$ cat config.mk
export PLATFORM = sky130hd
export DESIGN_NAME = pipe_shifter
export DESIGN_NICKNAME = d
export VERILOG_FILES = /design/src/rtl/pipe_shifter.sv
export SDC_FILE = /design/constraint.sdc
export NUM_CORES = 1
export LEC_CHECK = 0
export BUFFER_PORTS_ARGS = -buffer_cell sky130_fd_sc_hd__buf_2
export CORE_MARGIN = 5
export CORE_UTILIZATION = 60
export CTS_BUF_LIST = sky130_fd_sc_hd__clkbuf_4
export DETAILED_ROUTE_END_ITERATION = 6
export PLACE_DENSITY = 0.83
export SLEW_MARGIN = 20
export SYNTH_ARGS = -nofsm -noshare
export SYNTH_HDL_FRONTEND = slang
export SYNTH_SLANG_ARGS = --single-unit
$ cat constraint.sdc
create_clock -name clk -period 2.6 [get_ports clk]
set_input_delay 0.52 -clock clk [delete_from_list [all_inputs] [get_ports clk]]
set_output_delay 0.52 -clock clk [all_outputs]
set_load 0.01 [all_outputs]
$ cat src/rtl/pipe_shifter.sv
// Pipelined barrel shifter: LSL/LSR/ASR/ROR/RRX with C flag, tag sideband,
// valid/ready flow control, flush and in-flight tag lookup.
//
// Ports:
//   clk, reset (async, active-low)
//   in_valid/in_ready   : request handshake
//   sh, rrx, carry_in   : operation select and current C flag
//   data, amount, tag_in: operand, shift count, sideband tag
//   flush               : kill all in-flight requests
//   out_valid/out_ready : result handshake
//   result, carry_out, tag_out : registered result
//   query_tag/query_hit : combinational in-flight tag lookup
module pipe_shifter #(
  parameter int WIDTH  = 32,
  parameter int STAGES = 2,
  parameter int TAGW   = 4
) (
  input  logic             clk,
  input  logic             reset,
  input  logic             in_valid,
  output logic             in_ready,
  input  logic [1:0]       sh,
  input  logic             rrx,
  input  logic             carry_in,
  input  logic [WIDTH-1:0] data,
  input  logic [7:0]       amount,
  input  logic [TAGW-1:0]  tag_in,
  input  logic             flush,
  output logic             out_valid,
  input  logic             out_ready,
  output logic [WIDTH-1:0] result,
  output logic             carry_out,
  output logic [TAGW-1:0]  tag_out,
  input  logic [TAGW-1:0]  query_tag,
  output logic             query_hit
);

  localparam int LG = $clog2(WIDTH);
  localparam int NM = (STAGES > 1) ? STAGES - 1 : 1;
  localparam logic [7:0] WN = 8'(WIDTH);

  localparam logic [1:0] LSL = 2'b00;
  localparam logic [1:0] ASR = 2'b10;
  localparam logic [1:0] ROR = 2'b11;

  typedef struct packed {
    logic [WIDTH-1:0] v;
    logic [7:0]       n;
    logic [1:0]       sh;
    logic             sgn;
    logic             cin;
    logic [TAGW-1:0]  tag;
  } pay_t;

  function automatic logic [WIDTH-1:0] rev(
    input logic [WIDTH-1:0] x
  );
    logic [WIDTH-1:0] y;
    for (int i = 0; i < WIDTH; i++) y[i] = x[WIDTH-1-i];
    return y;
  endfunction

  // Every mode is a right rotate by n mod WIDTH; LSL is done on the
  // bit-reversed operand. Only layers lo..hi-1 are applied here.
  function automatic pay_t layers(
    input pay_t p,
    input int   lo,
    input int   hi
  );
    pay_t q;
    q = p;
    for (int i = 0; i < LG; i++) begin
      if (i >= lo && i < hi && q.n[i]) begin
        q.v = (q.v >> (1 << i)) | (q.v << (WIDTH - (1 << i)));
      end
    end
    return q;
  endfunction

  logic             en;
  logic [STAGES-1:0] vld_q;
  pay_t             head;
  pay_t             fin;
  pay_t             stg_d [NM];
  pay_t             stg_q [NM];
  logic [WIDTH-1:0] res_d, res_q;
  logic             co_d, co_q;
  logic [TAGW-1:0]  tag_q;

  assign out_valid = vld_q[STAGES-1];
  assign en        = ~out_valid | out_ready;
  assign in_ready  = reset & en & ~flush;
  assign result    = res_q;
  assign carry_out = co_q;
  assign tag_out   = tag_q;

  // RRX is folded into an amount-0 request with pre-rotated data.
  always_comb begin
    head.v   = (sh == LSL) ? rev(data) : data;
    head.n   = amount;
    head.sh  = sh;
    head.sgn = data[WIDTH-1];
    head.cin = carry_in;
    head.tag = tag_in;
    if (rrx) begin
      head.v   = {carry_in, data[WIDTH-1:1]};
      head.n   = '0;
      head.sh  = ROR;
      head.cin = data[0];
    end
  end

  for (genvar s = 0; s < STAGES; s++) begin : g_st
    localparam int LO = (s * LG) / STAGES;
    localparam int HI = ((s + 1) * LG) / STAGES;
    pay_t src;
    if (s == 0) begin : g_first
      assign src = head;
    end else begin : g_mid
      assign src = stg_q[s-1];
    end
    if (s == STAGES - 1) begin : g_last
      assign fin = layers(src, LO, HI);
    end else begin : g_reg
      assign stg_d[s] = layers(src, LO, HI);
    end
  end

  // After the rotate, the bit shifted out last sits at the MSB.
  always_comb begin
    logic [WIDTH-1:0] mask;
    logic [WIDTH-1:0] fill;
    mask  = {WIDTH{1'b1}} >> fin.n[LG-1:0];
    fill  = {WIDTH{fin.sgn}};
    res_d = fin.v & mask;
    co_d  = fin.v[WIDTH-1];
    if (fin.n == '0) begin
      res_d = fin.v;
      co_d  = fin.cin;
    end else if (fin.sh == ROR) begin
      res_d = fin.v;
    end else if (fin.sh == ASR) begin
      if (fin.n >= WN) begin
        res_d = fill;
        co_d  = fin.sgn;
      end else begin
        res_d = (fin.v & mask) | (fill & ~mask);
      end
    end else if (fin.n >= WN) begin
      res_d = '0;
      if (fin.n != WN) co_d = 1'b0;
    end
    if (fin.sh == LSL) res_d = rev(res_d);
  end

  always_ff @(posedge clk or negedge reset) begin
    if (!reset) begin
      vld_q <= '0;
      res_q <= '0;
      co_q  <= 1'b0;
      tag_q <= '0;
      for (int s = 0; s < NM; s++) stg_q[s] <= '0;
    end else if (flush) begin
      vld_q <= '0;
    end else if (en) begin
      vld_q[0] <= in_valid;
      for (int s = 1; s < STAGES; s++) vld_q[s] <= vld_q[s-1];
      for (int s = 0; s < STAGES - 1; s++) stg_q[s] <= stg_d[s];
      res_q <= res_d;
      co_q  <= co_d;
      tag_q <= fin.tag;
    end
  end

  always_comb begin
    query_hit = vld_q[STAGES-1] && (tag_q == query_tag);
    for (int s = 0; s < STAGES - 1; s++) begin
      if (vld_q[s] && stg_q[s].tag == query_tag) query_hit = 1'b1;
    end
  end

endmodule
# == Word level (Yosys, flattened, before mapping) ==
# Cells that the tools add are included.
# word_totals
wordCells,61
regBits,87
out_inout_bits,40
in_bits,57
# op_classes
reduce_logical,7
n_mux,23
n_shift,1
order_cmp,1
eq_ne,5
bitwise,14
# ops
cell,n
$mux W32,12
$and A32 B32 Y32,2
$mux W42,1
$not A32 Y32,1
$or A16 B32 Y32,1
$or A24 B32 Y32,1
$or A28 B32 Y32,1
$or A30 B32 Y32,1
$or A31 B32 Y32,1
$or A32 B32 Y32,1
$shr A32 B5 Y32 const A,1
$eq A4 B4 Y1,2
$ge A8 B6 Y1 const B,1
$logic_not A8 Y1,1
$mux W1,8
$ne A8 B6 Y1 const B,1
$eq A2 B2 Y1 const B,2
$logic_not A2 Y1,2
$mux W2,2
$and A1 B1 Y1,2
$logic_and A1 B1 Y1,2
$not A1 Y1,2
$reduce_and A2 Y1,1
$reduce_bool A2 Y1,1
$or A1 B1 Y1,1

# == Depth between registers and ports, before layout ==
# logic_depth
word_depth,13
depth_mapped,9

# == Worst setup path after synthesis ==
# Ideal clock, no wire load.
# synth_path
path_kind,register -> register
startpoint,register fin[11] (netlist name)
endpoint,"register res_q[20], in the netlist result[20]"
path_stages_with_launch,8
arrival_ns,1.874
n_path_buf,2
t_required_ns,2.461
path_slack_ns,0.587
cell_sequence,dfrtp_1 -> buf_6 -> or4_1 -> buf_2 -> o211a_1 -> o311a_1 -> a21bo_1 -> a31oi_1
# synth_via
elab_chain_len,10
elab_cells_between_ends,16
cone_classes,order compare (1); shift (1); mux (8); bitwise (5); reduce/logical (1)
# synth_lines
item,line_no,source
"parallel branches: the longest is 8 deep, another holds $shr A32 B5 Y32",n/a,
$mux W32 *,137,if (fin.n == '0) begin
$mux W32 *,153,if (fin.sh == LSL) res_d = rev(res_d);
end signal: assignment,169,res_q <= res_d;
end: declaration,86,"logic [WIDTH-1:0] res_d, res_q;"
# Every way passes the cells marked *.
# A chain may end at the register's enable or synchronous reset.

# == Worst setup path after layout ==
# layout_path
startpoint,register fin[10] (netlist name)
endpoint,"register res_q[14], in the netlist result[14]"
# layout_via
elab_chain_len,12
elab_cells_between_ends,18
cone_classes,order compare (1); shift (1); mux (9); bitwise (6); reduce/logical (1)
# layout_lines
item,line_no,source
$mux W32,73,if (i >= lo && i < hi && q.n[i]) begin
$or A24 B32 Y32,74,q.v = (q.v >> (1 << i)) | (q.v << (WIDTH - (1 << i)));
$mux W32,73,
$or A16 B32 Y32,74,
$mux W32,73,
$and A32 B32 Y32,"135, 147",
$or A32 B32 Y32,147,res_d = (fin.v & mask) | (fill & ~mask);
$mux W32,143,if (fin.n >= WN) begin
$mux W32,142,end else if (fin.sh == ASR) begin
$mux W32,140,end else if (fin.sh == ROR) begin
$mux W32 *,137,
$mux W32 *,153,
# Every way passes the cells marked *; elsewhere a longest branch is shown, timed or not.

==> results.ini <==
[outcome]
status = finished, final reports clean

[logic_synthesis]
yosys.area_share.simple_pct = 15.13
synth_edf_count = 0
syn_area_um2 = 7271
netlist_instances = 792
yosysWarnings = 0
syn_area_per_cell_um2 = 9.180
synthMuxAreaShare_pct = 23.75
syn_nets = 849
ys_types = 67
synth_top_family_by_area = compound AO/OA/AOI/OAI gates
ys_ff_latch = 87
synth_xor_xnor_area_share_pct = 0.9637
synth_compound_area_share_pct = 24.13
synthArstFlopShare_pct = 100.0
synth_top_flop_cell = dfrtp_1
yosysSeqAreaShare_pct = 29.94
synth_fa_ha_area_share_pct = 0.4130

[floorplan]
die_y_um = 120.1
rows = 40
die-area_um2 = 14420
core_um2 = 11960
io_pins = 97
initial_core_util_pct = 60.78
die_w_um = 120.1

[clock_network]
cts_setup_buffers = 0
cts_sinks = 87
ctsResizeCount = 0
cts-root-buf = clkbuf_4
hold_buffers = 0
cts_max_level = 3
clk_pin_slew_ns = 0.15
cts_tree = done
clock_path_buffers = 2
cts_made_buffers = 9
clock_latency_ns = 0.47

[global_route]
track_usage_pct = 31.65
grt_max_degree = 67
antenna_found_initial = 1
first_global_vias = 6744
grt_overflow = 0
grt_pass1_wl_mm = 36.36

[drt]
vias_per_cell = 6.971
vias = 6957
drc_errors = 0
wl_per_cell_um = 22.53
firstDrtPassIters = 5
drtIter0Drc = 852
drtAntennaViolNets = 0
wirelength_mm = 22.48

[placed_design]
dpl.cell_count = 981
place_area_um2 = 7845
dpl.hpwl_mm = 17.03
gp_congestion = 0.9769
io_buffers = 96

[timing]
whs_ns = 0.06380
final-hold-violation-count = 0
min_period_ns = 2.323
final_max_slew_viol_count = 0
tightestPinTransition_ns = 0.7928
max_freq_ghz = 0.4304
finalSetupViolations = 0
fin_crit_sh_pct = 89.36
finalClockSkew_ns = 0.03144
maxSlewHeadroom_pct = 46.95
tns_ns = 0
rsz0062_at_grt = no

[setup_path]
cp-end-kind = flip-flop
worstSetupStartpointType = flip-flop
path_class = reg2reg
crit_required_ns = 2.96
path_max_fanout = 29
crit_arrival_ns = 2.68

[cells_and_area]
multi_input_area_um2 = 4688
final_cells = 998
fillers = 1008
ff_latch_area_um2 = 2180
drive_above_1_share_pct = 25.29
fin_nets = 902
areaGrowthSynthToFinish_pct = 9.740
final_design_area_no_fill_um2 = 7979

[power_and_ir_drop]
fin_total_pwr_w = 0.004813
p_per_area_nw_per_um2 = 603.3
p_leak_nw = 3.390
ir_drop_uv = 218.1

[job]
cap_violations = 0

[min_path]
min_path_type = in2async

[where the power goes]
group          switching, W  total [W]  internal [W]
logic               0.00119    0.00214      0.000949
registers          0.000285    0.00189       0.00161
clock network      0.000480   0.000787      0.000306
[layout make-up]
type | instances | area share (%)
Inverter | 8 | 0.3764
Antenna cell | 1 | 0.03136
Timing Repair Buffer | 125 | 9.566
Multi-Input combinational cell | 614 | 58.76
Clock inverter | 5 | 0.6116
Tap cell | 147 | 2.305
Clock buffer | 11 | 1.035
Sequential cell | 87 | 27.32
[layer usage]
| metal | up-vias | global-route usage, % | part of all wire [%] |
|---|---|---|---|
| li1 | 3141 | - | - |
| met1 | 3406 | 42.60 | 40 |
| met2 | 358 | 51.18 | 48 |
| met3 | 52 | 4.901 | 7.8 |
| met4 | 0 | 13.24 | 3.5 |
| met5 | - | 0 | 0 |
[worst paths after layout]
check / from / end / slack [ns] / cells after the start
max: fin[10] / result[14] / 0.28 / 6
min: reset / result[0] / 0.06 / 2
max reg2reg: fin[10] / result[14] / 0.28 / 6
min reg2reg: result[15] / result[15] / 0.50 / 2
max in group asynchronous: reset / fin[10] / 1.93 / 2
min in group clk: tag_in[1] / fin[1] / 0.24 / 3
[synthesized netlist by cell type, drive strengths merged, types with 11 or more instances]
master	count	area share (%)
nand2	114	5.9
dfrtp	87	30
o21ai	71	4.9
mux2i	60	8.3
clkbuf	51	2.6
mux4	45	14
a21oi	41	2.8
nor2	39	2.0
buf	32	2.6
a2bb2oi	23	2.8
a31oi	18	1.5
o22ai	14	1.2
a211oi	11	1.1
[critical path, stage by stage, from the launching register on]
cell	delay, ns
dfrtp_2	0.59
buf_12	0.27
mux4_2	0.54
mux2i_1	0.37
mux2i_1	0.15
a22oi_1	0.21
o21ai_0	0.09
[sequential cells by signal (all words and copies together) (netlist names)]
| signal | count |
|---|---|
| g_st.src | 32 |
| vld_q | 2 |
| carry_out | 1 |
| tag_out | 4 |
| result | 32 |
| fin | 16 |
[layout by cell type, fill, tap and decap left out, types with 4 or more instances in the layout]
| cell type | instances |
|---|---|
| a31oi_1 | 18 |
| mux2i_1 | 60 |
| o32ai_1 | 5 |
| mux4_2 | 45 |
| o211ai_1 | 10 |
| o21a_1 | 9 |
| nor2_1 | 38 |
| clkinv_1 | 5 |
| xnor2_1 | 5 |
| o2111ai_1 | 5 |
| clkbuf_4 | 11 |
| nand2_1 | 114 |
| mux2_2 | 10 |
| nand3_1 | 8 |
| or3b_2 | 7 |
| o21ai_0 | 67 |
| buf_12 | 5 |
| inv_1 | 5 |
| nand3b_1 | 8 |
| nor3_1 | 10 |
| a21oi_1 | 41 |
| buf_2 | 95 |
| nor4_1 | 7 |
| o22a_1 | 7 |
| nor4b_1 | 7 |
| o22ai_1 | 14 |
| buf_4 | 25 |
| dfrtp_1 | 85 |
| a2bb2oi_1 | 23 |
| o31ai_1 | 4 |
| a22oi_1 | 5 |
| o2bb2ai_1 | 6 |
| a221o_1 | 5 |
| o21ai_1 | 4 |
| o221ai_1 | 4 |
| a211oi_1 | 11 |
| and2_1 | 4 |
| or2_2 | 5 |
[stage by stage]
stage	util (%)	worst slack (ns)
5_1_grt	66.71	0.1319
2_1_floorplan	-	0.5874
6_report	66.71	0.2765
3_3_place_gp	65.59	0.4062
4_1_cts	66.68	0.3453
3_5_place_dp	65.59	0.3420
[kinds of logic (layout without fill, tap and decap cells)]
kind of cell,Yosys count,count (layout)
muxes,115,115
and+or+nand+nor,227,227
xor gates and xnor gates,8,8
AOI/OAI and AO/OA,261,261
DFF,87,87
buffers and inverters,91,149
adders and majority gates,3,3
other,0,1
No activity file was read; power rests on OpenSTA's default activity.
